### config.mk
export PLATFORM = sky130hd
export DESIGN_NAME = bp2rast_pixel_decoder_flat
export DESIGN_NICKNAME = d
export VERILOG_FILES = /design/src/rtl/bp2rast_pixel_decoder_if.sv /design/src/rtl/bp2rast_pixel_decoder.sv /design/src/flat_wrapper.sv
export SDC_FILE = /design/constraint.sdc
export NUM_CORES = 1
export LEC_CHECK = 0
export CAP_MARGIN = 20
export CORE_AREA = 3 3 79 81
export DETAILED_ROUTE_END_ITERATION = 12
export DIE_AREA = 0 0 82 84
export PLACE_DENSITY = 0.74
export SYNTH_ARGS = -nofsm -noshare
export SYNTH_HDL_FRONTEND = slang
export SYNTH_SLANG_ARGS = --single-unit
### constraint.sdc
create_clock -name clk -period 1.7 [get_ports clk]
set_clock_uncertainty 0.2 [all_clocks]
set_input_delay 0.17 -clock clk [delete_from_list [all_inputs] [get_ports clk]]
set_output_delay 0.17 -clock clk [all_outputs]
set_load 0.005 [all_outputs]
### src/rtl/bp2rast_pixel_decoder_if.sv
// Bus between the address generator / display RAM side and the pixel decoder.
// Carries the pixel-clock phase, per-pixel command byte, mode/bg/fg word,
// RAM read data, and the decoded colour index going on to the palette/mixer.
// There is no valid/ready handshake here: every field is qualified solely by
// the pixel-clock phase (a tick is any cycle with pc_ena_in == 0), and the
// decoder consumes or produces one pixel per tick unconditionally.
interface bp2rast_pixel_decoder_if;
    logic [3:0]  pc_ena_in;
    logic [7:0]  cmd_in;
    logic [23:0] bp_2_rast_cmd;
    logic [15:0] ram_din;
    logic [15:0] pixel_out;
    logic        window_out;
    logic [3:0]  pc_ena_out;

    modport master (
        output pc_ena_in,
        output cmd_in,
        output bp_2_rast_cmd,
        output ram_din,
        input  pixel_out,
        input  window_out,
        input  pc_ena_out
    );

    modport slave (
        input  pc_ena_in,
        input  cmd_in,
        input  bp_2_rast_cmd,
        input  ram_din,
        output pixel_out,
        output window_out,
        output pc_ena_out
    );
endinterface

### src/rtl/bp2rast_pixel_decoder.sv
// Pixel decoder at the end of the address-generator command stream.
// Delays each command byte by RAM_READ_CYCLES ticks so it meets the RAM data
// fetched for its address, then extracts the addressed pixel at 1/2/4/8 bpp
// and maps it to a colour index.
// Optional build macro: BP2R_TWO_BYTE_COLOUR_EN -- when defined, a command
// with bit 6 set passes the full 16-bit RAM word through as the pixel.
// RAM_READ_CYCLES must lie in 1..8.
module bp2rast_pixel_decoder #(
    parameter int RAM_READ_CYCLES = 3
) (
    input logic                     clk,
    input logic                     reset,
    bp2rast_pixel_decoder_if.slave  bus
);

    logic tick;
    assign tick = (bus.pc_ena_in == 4'd0);

    // Command delay line: window enable and sub-pixel X per stage.
    logic [RAM_READ_CYCLES-1:0]      en_q;
    logic [RAM_READ_CYCLES-1:0][2:0] sx_q;
    logic                            en_d;
    logic [2:0]                      sx_d;

    assign en_d = en_q[RAM_READ_CYCLES-1];
    assign sx_d = sx_q[RAM_READ_CYCLES-1];

    // Shift the command fields one stage per tick.
    always_ff @(posedge clk or posedge reset) begin
        if (reset) begin
            en_q <= '0;
            sx_q <= '0;
        end else if (tick) begin
            en_q[0] <= bus.cmd_in[7];
            sx_q[0] <= bus.cmd_in[2:0];
            for (int i = 1; i < RAM_READ_CYCLES; i++) begin
                en_q[i] <= en_q[i-1];
                sx_q[i] <= sx_q[i-1];
            end
        end
    end

`ifdef BP2R_TWO_BYTE_COLOUR_EN
    logic [RAM_READ_CYCLES-1:0] two_q;
    logic                       two_d;

    assign two_d = two_q[RAM_READ_CYCLES-1];

    // Shift the 2-byte colour request alongside the other command fields.
    always_ff @(posedge clk or posedge reset) begin
        if (reset) begin
            two_q <= '0;
        end else if (tick) begin
            two_q[0] <= bus.cmd_in[6];
            for (int i = 1; i < RAM_READ_CYCLES; i++) begin
                two_q[i] <= two_q[i-1];
            end
        end
    end
`endif

    // Latched mode/bg/fg; only mode[1:0] matters for extraction.
    logic [1:0] mode_q;
    logic [7:0] fg_q;
    logic [7:0] bg_q;

    // Reload mode/colours only while the delayed window is closed, so a
    // change issued mid-window waits until the window ends.
    always_ff @(posedge clk or posedge reset) begin
        if (reset) begin
            mode_q <= 2'd0;
            fg_q   <= 8'h00;
            bg_q   <= 8'h00;
        end else if (tick && !en_d) begin
            mode_q <= bus.bp_2_rast_cmd[1:0];
            fg_q   <= bus.bp_2_rast_cmd[23:16];
            bg_q   <= bus.bp_2_rast_cmd[15:8];
        end
    end

    // Pixel extraction: shift the addressed pixel up to the MSB end.
    logic [7:0]  byte_lo;
    logic [7:0]  pair_sh;
    logic [7:0]  bit_sh;
    logic [7:0]  pix_lo;
    logic [15:0] pix_next;

    assign byte_lo = bus.ram_din[7:0];
    assign pair_sh = byte_lo << {sx_d[2:1], 1'b0};
    assign bit_sh  = byte_lo << sx_d;

    // Select the colour index for the pixel paired with this tick's RAM data.
    always_comb begin
        pix_lo = 8'h00;
        case (mode_q)
            2'd0:    pix_lo = byte_lo;
            2'd1:    pix_lo = {fg_q[7:4], (sx_d[2] ? byte_lo[3:0] : byte_lo[7:4])};
            2'd2:    pix_lo = {fg_q[7:2], pair_sh[7:6]};
            default: pix_lo = bit_sh[7] ? fg_q : bg_q;
        endcase
        pix_next = {8'h00, pix_lo};
`ifdef BP2R_TWO_BYTE_COLOUR_EN
        if (two_d) begin
            pix_next = bus.ram_din;
        end
`endif
        // Window closed: emit the bg being latched on this same tick.
        if (!en_d) begin
            pix_next = {8'h00, bus.bp_2_rast_cmd[15:8]};
        end
    end

    logic [15:0] pixel_q;
    logic        window_q;
    logic [3:0]  pc_ena_q;

    // Register pixel and window on ticks; they hold between ticks.
    always_ff @(posedge clk or posedge reset) begin
        if (reset) begin
            pixel_q  <= 16'h0000;
            window_q <= 1'b0;
        end else if (tick) begin
            pixel_q  <= pix_next;
            window_q <= en_d;
        end
    end

    // Phase counter follows one clk behind so it lines up with pixel updates.
    always_ff @(posedge clk or posedge reset) begin
        if (reset) begin
            pc_ena_q <= 4'd0;
        end else begin
            pc_ena_q <= bus.pc_ena_in;
        end
    end

    assign bus.pixel_out  = pixel_q;
    assign bus.window_out = window_q;
    assign bus.pc_ena_out = pc_ena_q;

    // Bits of the inputs this decoder never looks at.
    logic unused_bits;
    assign unused_bits = ^{bus.cmd_in[6:3], bus.ram_din[15:8], bus.bp_2_rast_cmd[7:2]};

endmodule

### src/flat_wrapper.sv
// flat-port wrapper written by rule: the top's interface ports become plain ports
module bp2rast_pixel_decoder_flat 
#(
    parameter int RAM_READ_CYCLES = 3
)
  (clk, reset, bus_pc_ena_in, bus_cmd_in, bus_bp_2_rast_cmd, bus_ram_din, bus_pixel_out, bus_window_out, bus_pc_ena_out);
  bp2rast_pixel_decoder_if bus_i ();
  input logic clk;
  input logic reset;
  input wire logic [$bits(bus_i.pc_ena_in)-1:0] bus_pc_ena_in;
  input wire logic [$bits(bus_i.cmd_in)-1:0] bus_cmd_in;
  input wire logic [$bits(bus_i.bp_2_rast_cmd)-1:0] bus_bp_2_rast_cmd;
  input wire logic [$bits(bus_i.ram_din)-1:0] bus_ram_din;
  output wire logic [$bits(bus_i.pixel_out)-1:0] bus_pixel_out;
  output wire logic [$bits(bus_i.window_out)-1:0] bus_window_out;
  output wire logic [$bits(bus_i.pc_ena_out)-1:0] bus_pc_ena_out;
  assign bus_i.pc_ena_in = bus_pc_ena_in;
  assign bus_i.cmd_in = bus_cmd_in;
  assign bus_i.bp_2_rast_cmd = bus_bp_2_rast_cmd;
  assign bus_i.ram_din = bus_ram_din;
  assign bus_pixel_out = bus_i.pixel_out;
  assign bus_window_out = bus_i.window_out;
  assign bus_pc_ena_out = bus_i.pc_ena_out;
  bp2rast_pixel_decoder #(.RAM_READ_CYCLES(RAM_READ_CYCLES)) u_core (.clk(clk), .reset(reset), .bus(bus_i));
endmodule
# Yosys cells after proc, flatten, opt, wreduce, memory -nomap -nowiden
# Index checks and enable logic that the tools add are counted.
# totals
out_inout_bits,21
elab_cells,22
reg_bits,51
# classes
n_eq_ne,2
n_shift,2
n_reduce_logical,4
muxes,4
# ops
cell,n
8-bit case mux with 3 select lines,1
8-bit 2-to-1 mux,2
8-bit by 3-bit << shifter with 8-bit output,2
4-bit logical NOT,1
4-bit 2-to-1 mux,1
2-bit by 1-bit == test with 1-bit output (second input constant),1
2-bit == test (second input constant),1
2-bit logical NOT,1
1-bit logical AND,1
1-bit logical NOT,1

# Longest topological paths before layout
# Gate-level depths: netlist (run 1).
# logic_depth
depth_word,4
mapped_depth,6
mapped_depth_nobuf,4

# Worst setup path after synthesis (run 1)
# OpenSTA, ideal clock, no wires.
# synth_path
path_type,reg-to-reg
startpoint,"register u_core.sx_q, in the netlist u_core.sx_d[0]"
endpoint,register u_core.pixel_q[2] (netlist: u_core.bus.pixel_out[2])
synth_period_minus_slack_ns,1.832
path_buffers,0
path_stages_with_launch,5
arrival_ns,1.503
path_slack_ns,-0.132
setup_time_ns,0.128
t_required_ns,1.372
cell_sequence,dfrtp_1 mux4_2 mux2_4 nor4_1 nor3_1
# synth_via
elab_chain_cells,4
# synth_lines
item,line_no,rtl
from (decl),bp2rast_pixel_decoder.sv:21,logic [RAM_READ_CYCLES-1:0][2:0] sx_q;
"from (signal, indexed assignment)",bp2rast_pixel_decoder.sv:38,sx_q[i] <= sx_q[i-1];
8-bit by 3-bit << shifter with 8-bit output,bp2rast_pixel_decoder.sv:90,assign bit_sh = byte_lo << sx_d;
8-bit 2-to-1 mux,bp2rast_pixel_decoder.sv:99,default: pix_lo = bit_sh[7] ? fg_q : bg_q;
8-bit case mux with 3 select lines,bp2rast_pixel_decoder.sv:95,case (mode_q)
8-bit 2-to-1 mux,bp2rast_pixel_decoder.sv:108,if (!en_d) begin
to (signal assigned),bp2rast_pixel_decoder.sv:123,pixel_q <= pix_next;
to (decl),bp2rast_pixel_decoder.sv:113,logic [15:0] pixel_q;
# No other way between the ends.
# A chain may end at the register's enable or synchronous reset.

# Worst setup path in the final report (run 1)
# Same ends and word-level chain as after synthesis.

==> metrics.txt, run 1 <==
Total Wirelength 6.071 mm; Worst Path Required 1.68 ns; VDD IR max 0.4585 mV; CP max FO 8; RSZ-0062 raised after global routing true; Worst Setup Start Kind flip-flop; die area 6888 sq um; Clock Latency Late Sink 0.30 ns; first-pass GRT wire length 10.16 mm; setup_tns -1.203 ns; die width 82 microns; fmax 535.7 MHz; syn avg cell area 9.864 sq um; number of DRC markers in iteration 0 122; Post-Synthesis Cells 232; critical path's slowest cell mux4_2; CTS H-tree depth 2; cell area after synthesis 2288 sq um; post-layout util 0.6032; DR DRC count 0; Clock transition at path regs 0.09 ns; Max Buffers Root-to-Sink 2; Primary FF master, synth dfrtp_1; Routability Congestion 0.9303; Async SR Flop Fraction 1.000; reg2reg start u_core.sx_d[0]; Starting Density 0.4131; largest cells by area after synthesis dfrtp_1 47%, nand2_1 7.5%, mux2_2 6.9%; Die Y 84 microns; sequential area share after synthesis 0.4702; First-pass DRT Iterations 5; Register-to-Register Setup Slack -0.17 ns; fin cells 392; Tmin final 1.867 ns; most common cell in the netlist nand2_1; grt ovf 0; Root Buffer clkbuf_8; LEAKAGE 0.001501 uW; setup ws final -0.1667 ns; CTS Buf Count 5; Setup crit end kind flip-flop; Area Overhead vs Synth 46.04%; number of synthesized flops with an enable pin 0; final antenna diode count 0; post-DR wirelength/cell 15.49 microns; Setup crit end u_core.bus.pixel_out[2]; Pins Over Slew Limit 0; R2R depth 4; area share of the largest cell type after synthesis 0.4702; post-route ant nets 0; hold slack 0.01730 ns; clk sinks 43; Final Hold Viols 0; port bufs 48; Worst Path Arrival 1.85 ns; Setup crit start u_core.sx_d[0]; critical path class flip-flop to flip-flop; worst reg2reg endpoint u_core.bus.pixel_out[2]; CTS tree yes; Core Region 5540 sq um; yosys warns 0; fillers 470; placed insts 377; final worst-path cycle share 1.098; All-Layer GR Usage 0.1902; outcome finished, violations left; row count 27; Setup WS pre-CTS -0.5373 ns; Worst path max stage delay 0.53 ns; dpl hpwl 4.186 mm; I/O pin count 75; worst hold path type primary input to asynchronous set/reset pin; Cell Chain, Critical Path mux4_2, mux2_4, nor4_2, nor3_1; share of cells above drive strength 1 0.2469; Final Setup Violations 8; DR vias 2014; maxcap violations 0; Distinct cells, synth 35; FF+latch count, synth 43; Final nets 373; vias in the first global route 2101; initial antenna violation count 0; PwrDens 1173 nW/um^2; vias per cell 5.138; Synth top cells by count 46 x nand2_1, 43 x dfrtp_1, 15 x mux2i_1, 14 x mux2_2, 11 x inv_1; largest net degree at the start of global routing 44; failing checks negative setup slack; Synth area leader dfrtp_1
-- per-layer routing --
metal | share of wire | GRT usage | routed length (microns)
met1 | 0.43 | 0.2385 | 2620
met2 | 0.49 | 0.3167 | 2977
met3 | 0.065 | 0.05076 | 392
met4 | 0.013 | 0.05287 | 80
met5 | 0 | 0 | 0
-- critical path, delay by kind of cell, from the launching register on --
family / cells / cell delay, ns
and+or+nand+nor: 2 / 0.23
DFF: 1 / 0.42
muxes: 2 / 0.91
-- power breakdown --
group	internal [uW]	leakage [uW]	switching, uW
Sequential	1290	0.000524	217
Clock	587	0.0000654	355
Combinational	811	0.000912	658
Total	2690	0.00150	1230
-- cells by family (layout without fill, tap and decap cells) --
family	Yosys count	after routing	synth area share
flops	43	43	0.4702
buf+inv	32	113	0.07381
compound gates	34	34	0.09950
other cells	1	8	0.001639
mux	32	32	0.1607
simple gates	90	90	0.1941
-- layout make-up --
type,count,area (sq um),share of cell area
tap,72,90.09,0.02696
sequential,43,1077,0.3223
clock buffer,6,72.57,0.02171
timing repair buffer,94,880.8,0.2636
inverter,11,41.29,0.01235
clock inverter,2,60.06,0.01797
multi-input combinational,164,1120,0.3351
-- worst min-delay path by stage --
stage | from | end
global placement | u_core.en_q[0] | u_core.en_q[1]
detailed placement | u_core.en_q[0] | u_core.en_q[1]
global route | reset | u_core.fg_q[0]
finish | reset | u_core.fg_q[0]
floorplan | bus_pc_ena_in[0] | u_core.bus.pc_ena_out[0]
CTS | reset | u_core.fg_q[0]
-- cell usage in the layout (no fill, tap or decap), drive strengths merged, types with 5 or more instances in the layout --
cell type and n:
nand4 8, o21ai 8, mux2 15, clkbuf 6, mux2i 15, buf 46
nor2b 6, nor2 7, nor4 5, inv 11, dfrtp 43, conb 8
clkdlybuf4s50 44, nand2 46, o22ai 6
-- what timing repair did --
action | 4_1_cts | 5_1_grt
gates cloned | 1 | 0
hold endpoints to repair | 2 | 0
hold buffers | 2 | 0
setup endpoints to repair | 23 | 13
pin swaps | 4 | 3
resized for setup | 17 | 3
buffers inserted | 4 | 0
-- through the flow --
| step | total power (uW) | instance area (sq um) |
|---|---|---|
| finish | 3920 | 3342 |
| global route | 4153 | 3342 |
| CTS | 3904 | 3322 |
| detailed placement | 2905 | 3107 |
| global placement | 2853 | 3107 |
| floorplan | 2255 | 2327 |
-- registers in the layout, summed over array words and instances, names as in the netlist --
name	cells
u_core.bus.window_out	1
u_core.bus.pc_ena_out	4
u_core.bg_q	8
u_core.fg_q	8
u_core.sx_d	3
u_core.mode_q	2
u_core.en_q	3
u_core.bus.pixel_out	8
u_core.sx_q	6
(Power assumes the default switching activity.)
==> run 2, diff against run 1 <==
Settings changed: ABC_AREA set to 1, CORE_AREA 3 3 79 81 to 3 3 78 80, DIE_AREA 0 0 82 84 to 0 0 81 83, GPL_TIMING_DRIVEN set to 0.
==> metrics.txt, run 2 <==
CTS Buf Count 5; Final Setup Violations 0; initial antenna violation count 0; Multi-input gate area 939.7 sq um; number of synthesized flops with an enable pin 0; Tmin final 1.629 ns; Worst Path Arrival 1.61 ns; most common cell in the netlist nand2_1; vias in the first global route 1850; Pins Over Slew Limit 0; Routability Congestion 0.9189; Clock transition at path regs 0.08 ns; share of cells above drive strength 1 0.1458; post-DR wirelength/cell 13.46 microns; largest cells by area after synthesis dfrtp_1 49%, nand2_1 13%, inv_1 5.1%; largest net degree at the start of global routing 44; Synth area leader dfrtp_1; FF+latch count, synth 43; critical path's slowest cell dfrtp_1; R2R depth 9; fmax 614.0 MHz; VDD IR max 0.7283 mV; design internal power 2479 uW; Distinct cells, synth 25; placed insts 393; area post-placement 2789 sq um; DR vias 1985; hold path startpoint bus_pc_ena_in[1]; number of DRC markers in iteration 0 134; reg2reg start u_core.sx_d[1]; clock power share 0.181; Async SR Flop Fraction 1.000; yosys warns 0; Primary FF master, synth dfrtp_1; PwrDens 1307 nW/um^2; setup ws final 0.07121 ns; hold slack 0.1463 ns; grt ovf 0; Setup WS pre-CTS -0.2925 ns; CTS tree yes; Comb pwr share 0.414; hold depth 1; DR DRC count 0; P_sw 1394 uW; port bufs 48; LEAKAGE 0.001457 uW; Post-Synthesis Cells 266; vias per cell 4.865; worst hold path type primary input to flip-flop; dpl hpwl 3.877 mm; CTS H-tree depth 2; cell area after synthesis 2192 sq um; Final Hold Viols 0; fillers 530; critical path class flip-flop to flip-flop; measured slew at the worst slew-check pin 0.8832 ns; Starting Density 0.4005; First-pass DRT Iterations 5; Register-to-Register Setup Slack 0.07 ns; Total Wirelength 5.492 mm; die width 81 microns; I/O pin count 75; Setup crit end kind flip-flop; clk sinks 43; fin cells 408; Core Region 5473 sq um; Worst Setup Start Kind flip-flop; Max Buffers Root-to-Sink 2; most frequent cells in the layout 73 x nand2_1, 48 x clkdlybuf4s50_1, 42 x dfrtp_1, 28 x inv_1, 19 x o21ai_0; switching share of total power 0.3600; Clock Latency Late Sink 0.29 ns; row count 27; Seq pwr share 0.404; Worst path max stage delay 0.43 ns; first-pass GRT wire length 8.942 mm; maxcap violations 0; syn avg cell area 8.241 sq um; Reg area 1077 sq um; sequential area share after synthesis 0.4909; Final nets 389; Cell Chain, Critical Path inv_2, nand3_2, buf_4, nand3_2, nand3_1, nand3_1, nand2_1, nand2_1, nand2_1; Area Overhead vs Synth 35.16%; CP max FO 6; Worst Path Required 1.68 ns; Root Buffer clkbuf_8; final antenna diode count 0; cell mode on critical path nand2_1; post-layout util 0.5414; Worst Hold End u_core.bus.pc_ena_out[1]; most common cell after layout, fill and taps aside nand2_1; area share of the largest cell type after synthesis 0.4909; Slew Limit Headroom 0.4103; All-Layer GR Usage 0.1688; Die Y 83 microns; Synth top cells by count 73 x nand2_1, 43 x dfrtp_1, 30 x inv_1, 19 x o21ai_0, 18 x nand3_1; worst reg2reg endpoint u_core.bus.pixel_out[4]; outcome finished, final reports clean; final worst-path cycle share 0.9581; Finished Cell Area 2963 sq um; die area 6723 sq um; post-route ant nets 0
run 2: cell count changes in the layout (fill, tap and decap cells not counted), sizes merged, moves of 8 or more:
cell / before / now
o21ai: 8 / 25
mux2i: 15 / 0
nand2: 46 / 80
mux2: 15 / 0
nand4: 8 / 0
inv: 11 / 34
nor2: 7 / 19
nand3: 4 / 26
a22oi: 0 / 12
buf: 46 / 17
run 2: kinds of logic (layout without fill, tap and decap cells):
kind of cell           Yosys count  in the layout  share of synthesized area
AOI/OAI and AO/OA               50             50                     0.1336
buffers and inverters           50            110                     0.1090
DFF                             43             43                     0.4909
other                            1              8                   0.001711
and+or+nand+nor                122            125                     0.2648
run 2: critical path, delay by kind of cell, from the launching register on:
kind | cells | cell delay [ns]
DFF | 1 | 0.43
and+or+nand+nor | 7 | 0.59
buffers and inverters | 2 | 0.31
run 2: how the worst max path moves through the flow:
stage / cells after the start / from / to
after detailed placement: 6 / bus_pc_ena_in[2] / u_core.bus.pixel_out[4]
after global placement: 2 / reset / u_core.fg_q[5]
final: 9 / u_core.sx_d[1] / u_core.bus.pixel_out[4]
after CTS: 6 / bus_pc_ena_in[2] / u_core.bus.pixel_out[4]
after floorplan: 10 / u_core.sx_d[0] / u_core.bus.pixel_out[6]
after global routing: 10 / u_core.sx_d[0] / u_core.bus.pixel_out[4]
run 2: final cells by class:
cell class              instances  share of cell area
inverters                      34             0.04476
flip-flops and latches         43              0.3636
repair buffers                 52              0.1723
multi-input cells             183              0.3171
well taps                      72             0.03041
plain buffers                  16             0.03801
clock buffers                   8             0.03378
run 2: timing repair:
item                       4_1_cts  5_1_grt
setup buffers                    0        4
gates resized for setup          0        7
hold endpoints to repair         0        0
setup endpoints to repair        0       24
hold buffers                     0        0
run 2: stage by stage:
step | power [uW] | TNS [ns]
after floorplan | 2513 | 0
after global placement | 3004 | -29.96
after detailed placement | 3049 | -6.562
after CTS | 3775 | 0
after global routing | 4163 | -0.0007473
final | 3873 | 0
run 2: power groups by stage:
| stage | logic [uW] | registers [uW] | clock network, uW |
|---|---|---|---|
| floorplan | 972 | 1540 | 0 |
| global placement | 1450 | 1550 | 0 |
| detailed placement | 1480 | 1570 | 0 |
| CTS | 1490 | 1560 | 725 |
| global route | 1790 | 1610 | 766 |
| finish | 1610 | 1570 | 702 |
run 2: per-layer routing:
metal  vias to the layer above  GRT usage  wire, microns
met2                        73     0.2599           2539
met4                         0    0.06298            104
met3                         8    0.03362            420
met5                         -          0              0
li1                        982          -              -
met1                       922     0.2329           2428
==> run 3, diff against run 2 <==
Settings changed: CELL_PAD_IN_SITES_DETAIL_PLACEMENT set to 1, CELL_PAD_IN_SITES_GLOBAL_PLACEMENT set to 2, CORE_AREA 3 3 78 80 to 3 3 102 104, DIE_AREA 0 0 81 83 to 0 0 105 107, PLACE_DENSITY 0.74 to not set, PLACE_DENSITY_LB_ADDON set to 0.1.
==> metrics.txt, run 3 (synthesis gave the netlist of run 2 again) <==
vias in the first global route 2207; die area 11240 sq um; highest routed metal layer met4; Worst Path Arrival 1.65 ns; All-Layer GR Usage 0.1316; share of cells above drive strength 1 0.2368; setup ws final 0.04042 ns; routed wl met3 255 microns; Routability Congestion 0.7397; number of DRC markers in iteration 0 69; Worst Path Required 1.69 ns; port bufs 48; post-layout util 0.3411; final worst-path cycle share 0.9762; I/O pin count 75; most frequent cells in the layout 62 x nand2_1, 47 x clkdlybuf4s50_1, 41 x dfrtp_1, 27 x inv_1, 19 x o21ai_0; LEAKAGE 0.001545 uW; post-DR wirelength/cell 15.21 microns; Final Setup Violations 0; Die Y 107 microns; largest net degree at the start of global routing 30; row count 36; first-pass GRT wire length 11.52 mm; CP max FO 5; DR DRC count 0; Max Buffers Root-to-Sink 2; final antenna diode count 0; Setup crit end kind flip-flop; setup_tns 0 ns; outcome finished, final reports clean; Area Overhead vs Synth 50.00%; CTS tree yes; grt ovf 0; Clock Latency Late Sink 0.30 ns; CTS Buf Count 5; critical path class flip-flop to flip-flop; VDD IR max 0.4206 mV; Clock transition at path regs 0.08 ns; Starting Density 0.2274; CTS H-tree depth 2; DR vias 2031; R2R depth 10; met2 WL 3.379 mm; Setup WS pre-CTS -0.4025 ns; hold slack 0.1382 ns; clk sinks 43; Reg area 1079 sq um; Pins Over Slew Limit 0; Setup crit start u_core.sx_d[0]; WL met1 3.497 mm; die width 105 microns; worst hold path type primary input to flip-flop; fillers 1161; PwrDens 1306 nW/um^2; placed insts 455; reg2reg start u_core.sx_d[0]; hold depth 1; Core Region 9639 sq um; fmax 602.6 MHz; post-route ant nets 0; dpl hpwl 5.000 mm; Tmin final 1.660 ns; RSZ-0062 raised after global routing true; maxcap violations 0; fin cells 475; most common cell after layout, fill and taps aside nand2_1; hold path startpoint bus_pc_ena_in[3]; vias per cell 4.276; Total Wirelength 7.225 mm; Worst Setup Start Kind flip-flop; Multi-input gate area 1074 sq um; First-pass DRT Iterations 4; Root Buffer clkbuf_8; Final Hold Viols 0; Final nets 395; initial antenna violation count 0
[run 3: cell types whose count changed in the layout (fill, tap and decap cells not counted), sizes merged]
cell / change
dlygate4sd3: +1
dlymetal6s2s: +1
nand3: -1
inv: -2
clkinv: +1
buf: +6
clkinvlp: +1
clkdlybuf4s50: -1
[run 3: what timing repair did]
action,4_1_cts,5_1_grt
buffers inserted,3,6
hold endpoints to repair,14,0
setup endpoints to repair,11,19
resized for setup,1,49
pin swaps,3,10
hold buffers,1,0
gates cloned,0,2
[run 3: path summary, 6_finish.rpt]
path,to,slack [ns]
setup / recovery,u_core.bus.pixel_out[4],0.04
hold / removal,u_core.bus.pc_ena_out[3],0.14
setup reg to reg,u_core.bus.pixel_out[4],0.04
hold reg to reg,u_core.fg_q[1],0.28
max in group asynchronous,u_core.bus.pixel_out[3],0.30
min in group asynchronous,u_core.en_q[0],0.51
[run 3: final cells by class]
class                      instances  area share
multi-input combinational        182      0.3265
inverter                          34     0.04300
tap                              133     0.05061
sequential                        43      0.3280
timing repair buffer              59      0.1861
clock buffer                       8     0.03044
buffer                            16     0.03539
[run 3: per-layer routing]
layer | track usage | vias up
met5 | 0 | -
met4 | 0.04217 | 0
met3 | 0.02288 | 7
met2 | 0.2186 | 45
met1 | 0.1741 | 985
li1 | - | 994
[run 3: report_power, final]
part           total [uW]  switching [uW]  internal, uW
clock network         732             360           371
logic                1990            1090           902
registers            1570             203          1370
total                4290            1650          2640
[run 3: stage by stage]
stage,power [uW],area (sq um)
after global routing,4684,3288
after global placement,3140,2865
after floorplan,2513,2218
after detailed placement,3161,2885
after CTS,3973,3019
final,4294,3288
[run 3: worst max-delay path, stage by stage, from the launching register on]
cell	delay (ns)
dfrtp_2	0.46
clkinv_4	0.10
nand2_4	0.05
nand3_4	0.08
nand3_4	0.19
nand2_8	0.16
nand2_2	0.06
nand3_2	0.06
nand2_1	0.05
nand2_1	0.08
nand2_1	0.06
